$ cat config.mk
export PLATFORM = sky130hd
export DESIGN_NAME = ifetch_ctrl
export DESIGN_NICKNAME = d
export VERILOG_FILES = /design/src/rtl/ifetch_ctrl.sv
export SDC_FILE = /design/constraint.sdc
export NUM_CORES = 1
export LEC_CHECK = 0
export CAP_MARGIN = 30
export CORE_ASPECT_RATIO = 1.1
export CORE_MARGIN = 10
export CORE_UTILIZATION = 39
export DETAILED_ROUTE_END_ITERATION = 6
export PLACE_DENSITY_LB_ADDON = 0.12
export SLEW_MARGIN = 0
export SYNTH_ARGS = -nofsm -noshare
export SYNTH_HDL_FRONTEND = slang
export SYNTH_SLANG_ARGS = --single-unit
$ cat constraint.sdc
create_clock -name clk -period 4.06 [get_ports clk]
set_input_delay 0.609 -clock clk [delete_from_list [all_inputs] [get_ports clk]]
set_output_delay 0.609 -clock clk [all_outputs]
set_load 0.02 [all_outputs]
$ cat src/rtl/ifetch_ctrl.sv
// Fetch-stage controller: one bus transaction per PC, held for decode.
// Optional alignment check: IFETCH_MISALIGN_CHECK_EN.
module ifetch_ctrl #(
  parameter logic [63:0] RESET_PC  = 64'h8000_0000,
  parameter logic [31:0] NOP_INSTR = 32'h0000_0013
) (
  input  logic        clk,
  input  logic        reset,
  input  logic [63:0] pc_i,
  output logic        pc_advance_o,
  input  logic        redirect_i,
  output logic        ireq_valid_o,
  output logic [63:0] ireq_addr_o,
  input  logic        iresp_data_ok_i,
  input  logic [31:0] iresp_data_i,
  output logic        dec_valid_o,
  input  logic        dec_ready_i,
  output logic [63:0] dec_pc_o,
  output logic [31:0] dec_instr_o,
  output logic        dec_exc_o
);

  typedef enum logic [1:0] {
    IDLE,
    REQ,
    DISCARD,
    HOLD
  } state_t;

  state_t      state_q, state_d;
  logic [63:0] pc_q, pc_d;
  logic [31:0] instr_q, instr_d;
  logic        exc_q, exc_d;
  logic        start;
  logic        misal;

`ifdef IFETCH_MISALIGN_CHECK_EN
  assign misal = (pc_i[1:0] != 2'b00);
`else
  assign misal = 1'b0;
`endif

  always_comb begin
    state_d      = state_q;
    pc_d         = pc_q;
    instr_d      = instr_q;
    exc_d        = exc_q;
    start        = 1'b0;
    ireq_valid_o = 1'b0;
    pc_advance_o = 1'b0;
    dec_valid_o  = 1'b0;
    unique case (state_q)
      IDLE: begin
        if (!redirect_i) start = 1'b1;
      end
      REQ: begin
        ireq_valid_o = 1'b1;
        if (iresp_data_ok_i) begin
          if (!redirect_i) begin
            state_d      = HOLD;
            instr_d      = iresp_data_i;
            exc_d        = 1'b0;
            pc_advance_o = 1'b1;
          end else begin
            state_d = IDLE;
          end
        end else if (redirect_i) begin
          state_d = DISCARD;
        end
      end
      DISCARD: begin
        // A request cannot be withdrawn; wait out its response.
        ireq_valid_o = 1'b1;
        if (iresp_data_ok_i) state_d = IDLE;
      end
      HOLD: begin
        dec_valid_o = 1'b1;
        if (redirect_i) state_d = IDLE;
        else if (dec_ready_i) start = 1'b1;
      end
      default: state_d = IDLE;
    endcase
    if (start) begin
      pc_d = pc_i;
      if (misal) begin
        state_d = HOLD;
        instr_d = NOP_INSTR;
        exc_d   = 1'b1;
      end else begin
        state_d = REQ;
      end
    end
  end

  always_ff @(posedge clk) begin
    if (reset) begin
      state_q <= IDLE;
      pc_q    <= '0;
      instr_q <= '0;
      exc_q   <= 1'b0;
    end else begin
      state_q <= state_d;
      pc_q    <= pc_d;
      instr_q <= instr_d;
      exc_q   <= exc_d;
    end
  end

  assign ireq_addr_o = pc_q;
  assign dec_pc_o    = (state_q == HOLD) ? pc_q : RESET_PC;
  assign dec_instr_o = instr_q;
  assign dec_exc_o   = exc_q & (state_q == HOLD);

endmodule

Word-level counts from Yosys, hierarchy flattened --
Cells that the tools add are included.
Storage, ports and cells: register bits 98, bits of input ports 101, logic and storage cells 38
Cells by class: equal/unequal tests 9, mux-type cells 16, bitwise operators 1, reduce and logical (&&, ||, !) cells 8
Operators by type and width (count):
- 64-bit 2-to-1 mux | 1
- 2-bit 2-to-1 mux | 5
- 3-bit inequality test, second input constant | 3
- 1-bit 2-to-1 mux | 8
- 4-bit AND reduction | 2
- 2-bit case mux with 3 select lines | 1
- 2-bit equality test, second input constant | 2
- 2-bit inequality test, second input constant | 2
- 4-bit inequality test, second input constant | 1
- 4-bit nonzero test | 1
- 2-bit OR reduction | 2
- 3-bit AND reduction | 1
- 3-bit nonzero test | 1
- 2-bit by 1-bit equality test with 1-bit output, second input constant | 1
- 2-bit logical NOT | 1
- 1-bit case mux with 2 select lines | 1
- 1-bit NOT | 1

Logic depth before layout (Yosys ltp) --
Gate-level depths: netlist of the first run.
word-level depth 5, gate-level depth with buffers 9, mapped depth without buffers 7

Worst setup path before layout of the first run --
Ideal clock, no wire load.
kind reg2out, start reg state_q[0], end out dec_pc_o[0], data arrival time 1511 ps, data required time 3451 ps, path slack 1940 ps, stages on the path, launching flop included 5, path buffers 2, cell sequence dfxtp_1 -> ha_1 -> clkbuf_1 -> clkbuf_1 -> and2_1
Between the ends: word-level cells in the longest chain between the ends 2
RTL lines:
- from (decl) | RTL line 30 | state_t state_q, state_d;
- from (signal assigned) | RTL line 102 | state_q <= state_d;
- 2-bit equality test | RTL line 110 | assign dec_pc_o = (state_q == HOLD) ? pc_q : RESET_PC;
- 64-bit 2-to-1 mux | RTL line 110
- to (decl) | RTL line 18 | output logic [63:0] dec_pc_o,
Every way passes these cells.

Worst setup path after layout of the first run --
start reg state_q[0], end out dec_pc_o[20]
The elaborated chain is that of the path after synthesis.

==> results of run 1 <==
## logic make-up (layout without fill, tap and decap cells)
group | after synthesis | in the layout
other cells | 1 | 1
mux | 1 | 1
flops | 98 | 98
compound gates | 104 | 104
simple gates | 266 | 266
fa+ha+maj | 5 | 5
buf+inv | 44 | 287
## path summary, 6_finish.rpt
check                                  endpoint            start  cells past startpoint  slack, ns
worst max register to register  ireq_addr_o[29]       state_q[0]                      6       1.31
worst min-delay path            dec_instr_o[18]  dec_instr_o[18]                      2       0.46
worst max-delay path               dec_pc_o[20]       state_q[0]                      4       0.82
worst min register to register  dec_instr_o[18]  dec_instr_o[18]                      2       0.46
## registers in the layout, indices dropped and copies added, names as in the netlist
name and count:
ireq_addr_o 64, dec_instr_o 32, state_q 2
## routing by layer
layer  global-route usage, %  vias up
met5                       0        -
met4                    7.13        0
met3                    8.06       20
met2                    33.8      185
met1                    19.5     1941
li1                        -     2113
## power groups by stage
stage	clock, mW	combinational (mW)	sequential, mW
global route	0.665	1.44	1.29
global placement	0	1.28	1.28
detailed placement	0	1.33	1.29
CTS	0.629	1.34	1.26
floorplan	0	0.589	1.45
finish	0.615	1.32	1.26
## stage by stage
step	instance area, um^2	hold WS, ns
2_1_floorplan	4030	0.486
3_3_place_gp	6600	0.441
3_5_place_dp	6620	0.447
4_1_cts	6810	0.460
5_1_grt	6810	0.477
6_report	6810	0.456
## area by class of cell
cell class | instances | area [um^2]
Timing Repair Buffer | 268 | 2690
Sequential cell | 98 | 1960
Inverter | 4 | 15.0
Multi-Input combinational cell | 377 | 1800
Fill cell | 872 | 3180
Tap cell | 120 | 150
Clock buffer | 12 | 145
Clock inverter | 3 | 40.0
## worst min-delay path, stage by stage (launching register included)
cell and delay, ns:
sky130_fd_sc_hd__dfxtp_1 0.32, sky130_fd_sc_hd__nand2_1 0.05, sky130_fd_sc_hd__a21oi_1 0.05
## synth_stat cells (2+ instances only)
cell,n,area (um^2)
sky130_fd_sc_hd__a211oi_1,2,15.0
sky130_fd_sc_hd__a21oi_1,98,490
sky130_fd_sc_hd__and2_1,63,394
sky130_fd_sc_hd__buf_2,6,30.0
sky130_fd_sc_hd__buf_4,6,45.0
sky130_fd_sc_hd__buf_6,10,113
sky130_fd_sc_hd__clkbuf_1,18,67.6
sky130_fd_sc_hd__dfxtp_1,98,1960
sky130_fd_sc_hd__ha_1,5,62.6
sky130_fd_sc_hd__inv_1,3,11.3
sky130_fd_sc_hd__nand2_1,193,724
sky130_fd_sc_hd__nand2b_1,3,18.8
sky130_fd_sc_hd__nor2_1,2,7.51
==> metrics list, run 1 <==
- After synthesis, the largest family of logic cells by area is simple AND/OR/NAND/NOR gates.
* Cell area after synthesis: 4030 um^2
- Peak VDD IR: 0.296 mV
- Critical Path Fanout Max: 45
- Synthesis produced 519 cells.
* Number of top-level pins: 265
- The library cells used most frequently in the layout, excluding fill and tap cells, are sky130_fd_sc_hd__clkdlybuf4s50_1, sky130_fd_sc_hd__nand2_1, sky130_fd_sc_hd__a21oi_1, sky130_fd_sc_hd__dfxtp_1, sky130_fd_sc_hd__and2_1.
- WP data arrival: 2.63 ns
- The repair_antennas step left the layout with diodes totalling 0.
- The worst setup path is captured at an output pin.
- The H-tree was split into 3 levels.
* Post-layout instance count excluding filler cells: 882
- For the finished layout, the period the worst path requires is 3.24 ns.
- From bottom edge to top edge, the die measures 127 um.
* CTS tree: yes
* Via count of the first global-routing pass: 4212
* Run status: finished, final reports clean
- After synthesis, the share of flip-flops with an asynchronous set or reset is 0%.
* Post-synthesis sequential area ratio: 48.7%
- Layout net count: 864
* Core area: 9980 um^2
* Hold-fix buffers, CTS: 0
* GPL Wtd Cong: 0.787
- Multiplexer share of the synthesized area: 0.249%
- The count of buffers added on input and output ports is 263.
* Uppermost routed layer: met4
- Vias after detailed routing: 4259
- Once routing completed, OpenROAD measured the worst setup slack at 0.821 ns.
* Crit Path Class: flop to output pin
- Share of power burned in the clock network: 19.2%
- Count of TritonRoute iterations in the first routing pass: 4
- The signal on the critical path passes through ha_2 > buf_4 > and2_1 > clkdlybuf4s50_1.
- Total of warnings raised by yosys: 0
- Measured against its own limit, the worst slew margin works out to 31.6%.
- Of the total power, the share spent switching nets is 37.1%.
- Summing the areas of all compound-gate instances in the mapped netlist gives 13.3% of the synthesized area.
- Leaving out fill and tap cells, the most frequent cell in the layout is sky130_fd_sc_hd__clkdlybuf4s50_1.
* Final worst-path cycle share: 79.8%
- For the pin with the worst max-slew slack, the measured transition is 1.03 ns.
- Number of buffers created by CTS: 9
* Met1 Wirelength: 5380 um
* Mean post-synth cell area: 7.76 um^2
- Clock edge transition at the registers on the reported setup and hold paths: 0.09 ns
- The slowest stage of the critical path belongs to the cell sky130_fd_sc_hd__ha_2.
- Synthesis-stage register bit count: 98
- The netlist uses 25 different library cells.
- The worst setup path is launched from a flop.
- Biggest cell delay along the critical path: 0.70 ns
- Buffer depth of the longest clock path: 2
* Pin count of the biggest net entering global routing: 99
- The synthesized netlist devotes 0% of its cell area to XOR and XNOR gates.
- OpenSTA, run right after detailed placement, puts the worst setup slack at 1.18 ns.
* Final setup violation count: 0
- Setup Skew: 0.0100 ns
* Final hold violations: 0
- Clock Sink Count: 98
- Vias per inst: 4.83
* Die Area: 14800 um^2
- Postcts setup bufs: 0
- Number of synthesized flops with an enable pin: 0
- In this run the power spent charging and discharging nets is 1.19 mW.
* Unrepaired setup endpoints after global routing: no
- Setup TNS: 0 ns
* Floorplan row count: 38
- From synthesis to final layout, the design area changed by 69.1%.
* Total gr overflow: 0
- Dpl hpwl: 11700 um
- Power density of the placed cells: 469 nW/um^2
* Overall power of the completed layout: 3.20 mW
- Initial core utilization: 40.3%
- Placed Cells: 867
- Ratio of cells with drive above 1 in the final layout: 3.02%
- Cell chosen for the clock root: sky130_fd_sc_hd__clkbuf_8
* MaxCap Viol Count: 0
- Wire length on met3: 1780 um
- The number of buffers and inverters on the critical path is 2.
- Data on the critical path is required at its endpoint by 3.45 ns.
- Fmax: 0.309 GHz
- Synthesized-area fraction occupied by and/or/nand/nor cells: 29.4%
- Metal2 WL: 7480 um
- Initial antenna violation count: 0
* Combinational Power Share: 41.3%
- Fraction of the mapped netlist area in adder cells: 1.55%
- Chip Width: 117 um
* Reported leakage power: 2.44 nW
* Count of routing violations after the opening detailed-route iteration: 273
- When the netlist entered floorplanning its net count stood at 625.
- Final Max Slew Viols: 0
- The detail route stage leaves a number of antenna-violating nets equal to 0.
- Internal power: 2.01 mW
* Most used flip-flop cell after synthesis: sky130_fd_sc_hd__dfxtp_1
- Family with the most delay on the worst path: buffers and inverters
* Post-CTS resize count: 0
- In this run the worst hold path is classified as flop to flop.
- In this run, flip-flops and latches consume 39.5% of the power.
* Final core utilization: 68.2%
- Final Routed Wirelength: 15000 um
- Post-detailed-route DRC marker count: 0
- Avg WL per Cell: 17.0 um
- Clock insertion delay at the later pin of the skew report: 0.36 ns
- Overall global routing resource usage: 19.2%
* Global-route wire length before repair: 22400 um
Note: power is estimated with default switching activity, not from simulation.
==> run 2: changes to the inputs <==
--- a/config.mk
+++ b/config.mk
@@ -8,7 +8,7 @@
 export CAP_MARGIN = 30
 export CORE_ASPECT_RATIO = 1.1
 export CORE_MARGIN = 10
-export CORE_UTILIZATION = 39
+export CORE_UTILIZATION = 36
 export DETAILED_ROUTE_END_ITERATION = 6
 export PLACE_DENSITY_LB_ADDON = 0.12
 export SLEW_MARGIN = 0
==> constraint.sdc (replaced) <==
create_clock -name clk -period 3.2 [get_ports clk]
set_input_delay 0.48 -clock clk [delete_from_list [all_inputs] [get_ports clk]]
set_output_delay 0.48 -clock clk [all_outputs]
set_load 0.02 [all_outputs]
==> run 2 against run 1 <==
  * Die area rose by 6.9%
  * Combinational power rose by 26%
  * Cell count is 3.5% higher
  * Worst hold slack worse by 0.0032 ns
  * Sequential power up 28%
  * Largest cell class unchanged
  * Non-clock buffer count rose by 3
  * Sequential cell count is the same
  * Via count down 1.6%
  * Cell area rose by 3.2%
  * First-iteration DRC count is 26% lower
==> metrics list, run 2 (synthesis gave the netlist of run 1 again) <==
- Shortest clock period the worst path allows after layout: 2.79 ns
- Ratio of cells with drive above 1 in the final layout: 3.79% (+0.77 points)
- The number of ports placed on the die boundary came to 265 (unchanged).
* Crit Path Class: flop to output pin
- The worst setup path is launched from a flop.
- The core region area was 10900 um^2 (+9.3%).
- Slowest stage cell, crit path: sky130_fd_sc_hd__clkdlybuf4s50_1
* Unrepaired setup endpoints after global routing: no
- The clock slew at the register clock pins of the worst setup and hold paths came to 0.06 ns (-0.03 ns).
- Port Buf Inserts: 263 (unchanged)
* Final instance area: 7020 um^2 (+3.2%)
- The routed wire length is 15300 um (+2.1%).
* Final worst-path cycle share: 87.3%
* MaxCap Viol Count: 0 (unchanged)
- The half-perimeter wire length after placement was 12000 um (+3.2%).
* Run status: finished, final reports clean
- The count of cells along the worst hold path is 2 (unchanged).
- The maximum number of pins on one net before global-route repair was 51 (-48%).
- Most common cell after layout, fill and taps aside: sky130_fd_sc_hd__clkdlybuf4s50_1
- Fmax: 0.358 GHz
* Combined area of the multi-input logic cells: 1810 um^2 (+0.55%)
* Vias after detailed routing: 4192 (-1.6%)
- CTS tree: yes
- The total overflow reported by the global router is 0 (unchanged).
* GPL Wtd Cong: 0.763 (-3.0%)
- The antenna violation net count after detailed routing came to 0 (unchanged).
- The number of endpoints with negative hold slack in the final report was 0 (unchanged).
* Post-layout instance count excluding filler cells: 913 (+3.5%)
- The total negative slack for setup checks came to 0 ns (unchanged).
- The cell count after placement was 897 (+3.5%).
- The static leakage came to 2.53 nW (+3.6%).
- Kind of capture point of the worst setup path: output pin
- Peak VDD IR: 0.357 mV (+21%)
- The number of antenna violations at the first check in global routing was 0 (unchanged).
- The number of rows created at floorplan was 40 (+5.3%).
- Commonest cells after routing, fill and taps aside: sky130_fd_sc_hd__clkdlybuf4s50_1, sky130_fd_sc_hd__nand2_1, sky130_fd_sc_hd__a21oi_1, sky130_fd_sc_hd__dfxtp_1, sky130_fd_sc_hd__and2_1
- The minimum setup slack among reg-to-reg paths came to 0.83 ns (-0.48 ns).
* Layout net count: 867 (+0.35%)
- The flip-flop count of the largest register after layout came to 64 (unchanged).
- The number of global-route vias before repair was 4181 (-0.74%).
* Initial core utilization: 36.9% (-3.4 points)
* Worst R2R End: ireq_addr_o[22]
- Number of diodes: 0 (unchanged)
- The slew of the pin with the lowest slew margin is 0.586 ns (-0.440 ns).
- Die Area: 15800 um^2 (+6.9%)
- WP data arrival: 2.31 ns (-0.32 ns)
- Worst reg2reg path depth: 6 (unchanged)
* H-tree lvl count: 3 (unchanged)
* Clock insertion delay at the later pin of the skew report: 0.33 ns (-0.03 ns)
- Traced cell by cell, the critical path runs through ha_4 > buf_4 > and2_1 > clkdlybuf4s50_1.
- In this run the worst hold path is classified as flop to flop.
* Vias per inst: 4.59 (-4.9%)
- The sequential standard cell area came to 1960 um^2 (unchanged).
* Global-route wire length before repair: 23000 um (+2.8%)
- Final Max Slew Viols: 0 (unchanged)
* Overall power of the completed layout: 4.49 mW (+41%)
* Fill cell instance count of the final layout: 997 (+14%)
- The post-placement cell area is 6670 um^2 (+0.62%).
* Avg WL per Cell: 16.8 um (-1.3%)
- The worst slew margin relative to its limit came to 60.9% (+29 points).
* Critical Path Fanout Max: 47 (+4.4%)
- The startpoint identified for the worst register-to-register timing path is state_q[0].
* Clock Sink Count: 98 (unchanged)
- Worst Hold End: dec_instr_o[3]
- Count of routing violations after the opening detailed-route iteration: 203 (-26%)
- Biggest cell delay along the critical path: 0.60 ns (-0.10 ns)
* Critical Path RT: 2.72 ns (-0.73 ns)
* Cell chosen for the clock root: sky130_fd_sc_hd__clkbuf_16
* Post-detailed-route DRC marker count: 0 (unchanged)
* Final setup violation count: 0 (unchanged)
- Setup Skew: 0.00822 ns (-0.00183 ns)
- Power density of the placed cells: 639 nW/um^2 (+36%)
- Number of buffers created by CTS: 9 (unchanged)
* Area growth from synthesis to layout: 74.5%
- The startpoint identified for the worst hold timing path is dec_instr_o[3].
- The total global-route track usage was 18.3% (-0.86 points).
- Hold-fix buffers, CTS: 0 (unchanged)
* Chip Width: 121 um (+3.4%)
- Buffer depth of the longest clock path: 2 (unchanged)
- The number of iterations in the first detailed-routing pass was 4 (unchanged).
- Y dimension of the die: 131 um (+3.4%)
==> run 2: changes by cell type in the layout (fill, tap and decap cells not counted), sizes merged <==
cell    previous run  this run
clkinv             2         1
buf                6         9
bufinv             1         2
clkbuf            12        13
==> run 2: how the worst max path moves through the flow <==
| stage | startpoint | end | slack [ns] |
|---|---|---|---|
| finish | state_q[0] | dec_pc_o[46] | 0.41 |
| detailed placement | state_q[0] | dec_pc_o[42] | 0.48 |
| global placement | state_q[0] | dec_pc_o[44] | 0.59 |
| CTS | state_q[0] | dec_pc_o[42] | 0.12 |
| floorplan | state_q[0] | dec_pc_o[0] | 1.21 |
| global route | state_q[0] | dec_pc_o[42] | 0.24 |
==> run 2: where the power goes <==
part	total, mW	leakage, nW	switching [mW]	internal (mW)
logic	1.66	1.56	0.938	0.727
clock network	1.22	0.172	0.445	0.772
registers	1.61	0.799	0.169	1.44
total	4.49	2.53	1.55	2.94
==> run 2: critical path: cells and delay by family (launching register included) <==
family,cells,cell delay [ns]
adder cells (fa/ha/maj),1,0.42
buffers and inverters,2,0.92
flip-flops,1,0.47
AND/OR/NAND/NOR,1,0.17
==> run 2: what timing repair did <==
item / CTS / global route
setup endpoints to repair: 0 / 14
buffers inserted: 0 / 0
endpoints found under the hold margin: 0 / 0
gates resized for setup: 0 / 1
==> run 2: layer usage <==
layer  track usage [%]  wire (um)
met5                 0          0
met4              5.33        138
met3              7.77       1590
met2              31.8       7590
met1              19.9       5970
==> run 2: per-stage QoR <==
| step | utilization (%) | setup slack (ns) | hold WS (ns) |
|---|---|---|---|
| 3_5_place_dp | 61.1 | 0.476 | 0.446 |
| 3_3_place_gp | 61.1 | 0.590 | 0.441 |
| 2_1_floorplan | - | 1.21 | 0.486 |
| 6_report | 64.4 | 0.406 | 0.453 |
| 5_1_grt | 64.4 | 0.240 | 0.475 |
| 4_1_cts | 64.3 | 0.117 | 0.454 |
==> run 2: final cells by class <==
cell class	instances	area share, %
clock buffers	13	3.99
clock inverters	3	0.980
inverters	4	0.214
multi-input cells	377	25.8
flip-flops and latches	98	27.9
well taps	147	2.62
repair buffers	271	38.4
